===== src/rtl/sub_serial_ov_pkg.sv =====
// Shared definitions for the nibble-serial subtractor: slice width, FSM encoding,
// and the nibble-counter width helper.
package sub_serial_ov_pkg;

    localparam int NIB_W = 4;

    typedef enum logic [1:0] {
        IDLE = 2'd0,
        RUN  = 2'd1,
        DONE = 2'd2
    } state_t;

    // Width of a counter that indexes WIDTH/4 nibbles; never below one bit.
    function automatic int cnt_w(input int width);
        int n;
        n = $clog2(width / NIB_W);
        return (n < 1) ? 1 : n;
    endfunction

endpackage


===== src/rtl/sub_serial_ov_sub4_slice.sv =====
// One 4-bit carry-lookahead slice computing a + ~b + ci, exposing the carry into
// bit 3 (c3) as well as the carry out (co) so the caller can form signed overflow.
import sub_serial_ov_pkg::*;

module sub4_slice (
    input  logic [NIB_W-1:0] a,
    input  logic [NIB_W-1:0] b,
    input  logic             ci,
    output logic [NIB_W-1:0] s,
    output logic             c3,
    output logic             co
);

    logic [NIB_W-1:0] bn, g, p;
    logic [NIB_W:0]   c;

    assign bn = ~b;
    assign g  = a & bn;
    assign p  = a ^ bn;

    assign c[0] = ci;
    assign c[1] = g[0] | (p[0] & c[0]);
    assign c[2] = g[1] | (p[1] & g[0]) | (p[1] & p[0] & c[0]);
    assign c[3] = g[2] | (p[2] & g[1]) | (p[2] & p[1] & g[0]) | (p[2] & p[1] & p[0] & c[0]);
    assign c[4] = g[3] | (p[3] & g[2]) | (p[3] & p[2] & g[1]) | (p[3] & p[2] & p[1] & g[0])
                | (p[3] & p[2] & p[1] & p[0] & c[0]);

    assign s  = p ^ c[NIB_W-1:0];
    assign c3 = c[3];
    assign co = c[4];

endmodule


===== src/rtl/sub_serial_ov.sv =====
// Nibble-serial a - b over WIDTH/4 cycles using a single reused sub4_slice.
// Optional macro SUB_SERIAL_SATURATE_EN clamps diff on signed overflow.
import sub_serial_ov_pkg::*;

module sub_serial_ov #(
    parameter int WIDTH = 16
) (
    input  logic             clk,
    input  logic             reset,
    input  logic             start,
    input  logic [WIDTH-1:0] a,
    input  logic [WIDTH-1:0] b,
    output logic             busy,
    output logic             done,
    output logic [WIDTH-1:0] diff,
    output logic             borrow,
    output logic             ov,
    output logic             zero,
    output logic             negative
);

    localparam int N  = WIDTH / NIB_W;
    localparam int CW = cnt_w(WIDTH);
    localparam logic [CW-1:0] LAST = CW'(N - 1);

    state_t state, state_nxt;

    logic [WIDTH-1:0]       a_sh, b_sh;
    logic [WIDTH-NIB_W-1:0] diff_sh;
    logic [CW-1:0]          cnt;
    logic                   carry;
    logic [NIB_W-1:0]       sum;
    logic                   s_c3, s_co;
    logic [WIDTH-1:0]       wrap_d, final_d;
`ifdef SUB_SERIAL_SATURATE_EN
    logic                   a_neg;
`endif

    sub4_slice u_slice (
        .a  (a_sh[NIB_W-1:0]),
        .b  (b_sh[NIB_W-1:0]),
        .ci (carry),
        .s  (sum),
        .c3 (s_c3),
        .co (s_co)
    );

    always_ff @(posedge clk) begin
        if (reset) state <= IDLE;
        else       state <= state_nxt;
    end

    always_comb begin
        state_nxt = state;
        case (state)
            IDLE:    if (start) state_nxt = RUN;
            RUN:     if (cnt == LAST) state_nxt = DONE;
            DONE:    state_nxt = IDLE;
            default: state_nxt = IDLE;
        endcase
    end

    always_comb begin
        busy = (state == RUN);
        done = (state == DONE);
    end

    // Only valid on the last RUN edge, when diff_sh holds the lower N-1 nibbles.
    always_comb begin
        wrap_d  = {sum, diff_sh};
        final_d = wrap_d;
`ifdef SUB_SERIAL_SATURATE_EN
        if (s_c3 ^ s_co)
            final_d = a_neg ? {1'b1, {(WIDTH-1){1'b0}}} : {1'b0, {(WIDTH-1){1'b1}}};
`endif
    end

    always_ff @(posedge clk) begin
        if (reset) begin
            a_sh     <= '0;
            b_sh     <= '0;
            diff_sh  <= '0;
            cnt      <= '0;
            carry    <= 1'b0;
            diff     <= '0;
            borrow   <= 1'b0;
            ov       <= 1'b0;
            zero     <= 1'b0;
            negative <= 1'b0;
`ifdef SUB_SERIAL_SATURATE_EN
            a_neg    <= 1'b0;
`endif
        end else begin
            case (state)
                IDLE: if (start) begin
                    a_sh  <= a;
                    b_sh  <= b;
                    carry <= 1'b1;
                    cnt   <= '0;
`ifdef SUB_SERIAL_SATURATE_EN
                    a_neg <= a[WIDTH-1];
`endif
                end
                RUN: begin
                    a_sh    <= a_sh >> NIB_W;
                    b_sh    <= b_sh >> NIB_W;
                    diff_sh <= wrap_d[WIDTH-1:NIB_W];
                    carry   <= s_co;
                    cnt     <= cnt + 1'b1;
                    if (cnt == LAST) begin
                        diff     <= final_d;
                        borrow   <= ~s_co;
                        ov       <= s_c3 ^ s_co;
                        zero     <= (final_d == '0);
                        negative <= final_d[WIDTH-1];
                    end
                end
                default: ;
            endcase
        end
    end

endmodule


===== config.mk =====
export PLATFORM = sky130hd
export DESIGN_NAME = sub_serial_ov
export DESIGN_NICKNAME = d
export VERILOG_FILES = /design/src/rtl/sub_serial_ov_pkg.sv /design/src/rtl/sub_serial_ov_sub4_slice.sv /design/src/rtl/sub_serial_ov.sv
export SDC_FILE = /design/constraint.sdc
export NUM_CORES = 1
export LEC_CHECK = 0
export BUFFER_PORTS_ARGS = -buffer_cell sky130_fd_sc_hd__buf_2
export CAP_MARGIN = 15
export CORE_ASPECT_RATIO = 0.8
export CORE_MARGIN = 5
export CORE_UTILIZATION = 55
export DETAILED_ROUTE_END_ITERATION = 16
export PLACE_DENSITY = 0.77
export RECOVER_POWER = 100
export SETUP_SLACK_MARGIN = 0.5
export SLEW_MARGIN = 20
export SYNTH_ARGS = -nofsm -noshare
export SYNTH_HDL_FRONTEND = slang
export SYNTH_SLANG_ARGS = --single-unit
export TNS_END_PERCENT = 20

===== constraint.sdc =====
create_clock -name clk -period 2.5 [get_ports clk]
set_input_delay 0.125 -clock clk [delete_from_list [all_inputs] [get_ports clk]]
set_output_delay 0.125 -clock clk [all_outputs]
set_load 0.01 [all_outputs]

==> out/results.ini <==
[power_and_ir_drop]
power_frac_comb_pct = 13.2
switchingPower_uw = 640.6
swShare_pct = 27.09
p_int_mw = 1.724
cellPowerDensity_nw_per_um2 = 705.6
peakVddDrop_mv = 0.4896
p_leak_nw = 1.321
pwr-share-seq_pct = 50.1
power.total_mw = 2.365
clockPowerShare_pct = 36.7

[placed_design]
preCtsSetupSlack_ns = 0.5247
dp_hpwl_um = 4628
portBuffers = 56
globalplace.congestion = 0.8834

[synth]
yosys.cell_count.top_type = nand2_1
synthFlopType = dfxtp_1
syn_nets = 405
yosysSeqAreaShare_pct = 46.88
syn_inst = 364
netlist.area_leader.share_pct = 46.88
synthTopCellsByCount = nand2_1, dfxtp_1, nor2_1, a21oi_1, a311oi_1
yosys_warnings = 0
netlist_top_cells_area = dfxtp_1, nand2_1, a311oi_1, a21oi_1, nor2_1
synthArstFlopShare_pct = 0
synth_edf_count = 0
syn-cell-area_um2 = 2904
ys_ff_latch = 68
yosys.area.top_type = dfxtp_1
syn_area_per_cell_um2 = 7.978
ys_types = 33

[global_routing]
grt_use_total_pct = 20.41
antenna_found_initial = 0
grt_pass1_wl_um = 11140
grt_max_degree = 44
grt.overflow.total = 0
first_global_vias = 2482

[critical_path]
critPathArrivalTime_ns = 2.30
critPathMaxStageDelay_ns = 0.57
cp-end-kind = flip-flop
crit_buf_inv = 1
worst-path-max-fanout = 17
path_class = flip-flop to flip-flop
start_kind = flip-flop
cp.required_ns = 2.79
crit_family = simple AND/OR/NAND/NOR gates
crit_slowest_cell = dfxtp_1
path_cells = nand2b_1 > inv_1 > nand2_1 > nor4_1 > a32o_1

[clock_network]
path_clk_slew_ns = 0.08
numCtsBuffers = 9
cts_tree = yes
clk_path_buf_depth = 2
clk_latency_ns = 0.34
cts_htree_levels = 3
numClockSinks = 68
cts_hold_buffers = 0
cts_setup_buffers = 0
cts-root-buf = clkbuf_8
post_cts_resized = 1

[finish]
final_nets = 450
insertedDiodeCount = 0
fillers = 453
multiInputGateArea_um2 = 1385
drive_above_1_share_pct = 14.98
seqCellArea_um2 = 1361
area_delta_synth_final_pct = 15.42

[floorplanning]
dieArea_um2 = 6842
die_w_um = 91.24
die_y_um = 74.99
ioPinCount = 57
fp-row-count = 23
start_util_pct = 57.34
core-area_um2 = 5065

[routing]
dr.first_iter.drc_count = 206
remaining_drc_errors = 0
wl_per_cell_um = 14.05
ant_nets = 0
num_vias = 2634
wirelength_um = 6688
via_per_inst = 5.534
firstDrtPassIters = 4

[run]
max_cap_violations = 0

[sta]
max_freq_ghz = 0.4969
tightest_slew_ns = 0.7557
skew_ns = 0.007363
timing.hold.ws_ns = 0.04709
hold_violations = 0
slew_headroom_pct = 49.62
rsz0062_at_grt = no
drv_slew = 0
period_minus_slack_ns = 2.012
totalNegativeSetupSlack_ns = 0
setup_slack_ns = 0.4877
report.final.setup_viol = 0
period_share_pct = 80.49

[outcome]
status = finished, final reports clean

[hold_path]
hold_class = primary input to flip-flop

metal layers:
layer | wire length [um] | global-route usage (%) | vias up
li1 | - | - | 1346
met1 | 3117 | 26.17 | 1190
met2 | 3054 | 33.20 | 91
met3 | 453 | 6.294 | 7
met4 | 63 | 7.166 | 0
met5 | 0 | 0 | -
worst reg2reg max path, delay by kind of cell (launching register included):
family / cells / cell delay [ns]
compound gates: 1 / 0.17
flops: 1 / 0.57
simple gates: 3 / 0.83
buf+inv: 1 / 0.39
layout make-up:
| cell class | count | share of cell area [%] |
|---|---|---|
| multi-input combinational | 261 | 41.32 |
| tap | 62 | 2.314 |
| sequential | 68 | 40.61 |
| inverter | 6 | 0.6719 |
| clock inverter | 7 | 2.016 |
| clock buffer | 9 | 3.695 |
| timing repair buffer | 63 | 9.369 |
final timing paths:
kind	from	end	slack (ns)	cells after the start
worst max-delay path	state[0]	zero	0.49	5
worst min-delay path	b[2]	b_sh[2]	0.05	3
worst max register to register	state[0]	zero	0.49	5
worst min register to register	diff[11]	diff[11]	0.46	2
layout by cell type, fill, tap and decap left out:
cell,instances
a211o_1,2
a211oi_1,7
a21o_1,2
a21oi_1,35
a22oi_1,1
a2bb2oi_1,8
a311oi_1,24
a32o_1,1
a32oi_1,1
and2_2,1
buf_12,1
buf_2,36
buf_4,4
bufinv_16,1
clkbuf_1,21
clkbuf_2,1
clkbuf_8,9
clkinv_2,3
clkinvlp_4,3
dfxtp_1,68
fa_1,1
ha_1,5
inv_1,6
mux2i_1,1
nand2_1,100
nand2b_1,1
nand3_1,3
nand4_1,3
nor2_1,43
nor2_4,1
nor2b_1,10
nor3_1,2
nor4_1,3
o21ai_0,2
o21bai_1,1
or2_2,2
xnor2_1,1
power by group through the flow:
stage / clock network (mW) / logic, mW / registers (mW)
2_1_floorplan: 0 / 0.235 / 1.19
3_3_place_gp: 0 / 0.306 / 1.21
3_5_place_dp: 0 / 0.312 / 1.21
4_1_cts: 0.888 / 0.314 / 1.18
5_1_grt: 0.938 / 0.350 / 1.19
6_report: 0.868 / 0.313 / 1.18
flip-flops by register name (all words and copies together) (netlist names):
| register | cells |
|---|---|
| a_sh | 16 |
| b_sh | 16 |
| borrow | 1 |
| carry | 1 |
| cnt | 2 |
| diff | 16 |
| diff_sh | 12 |
| ov | 1 |
| state | 2 |
| zero | 1 |
per-stage QoR:
| stage | cells | instance area [um^2] | utilization, % |
|---|---|---|---|
| floorplan | 364 | 2904 | - |
| global placement | 460 | 3201 | 63.19 |
| detailed placement | 460 | 3201 | 63.19 |
| CTS | 476 | 3393 | 67.00 |
| global route | 476 | 3352 | 66.18 |
| finish | 476 | 3352 | 66.18 |
kinds of logic after synthesis:
group	Yosys count	share of synthesized area (%)
compound gates	84	20.47
xor+xnor	1	0.3016
fa+ha+maj	6	2.844
buf+inv	35	5.386
flops	68	46.88
mux	1	0.3447
simple gates	169	23.78
No activity file was read; power rests on OpenSTA's default activity.
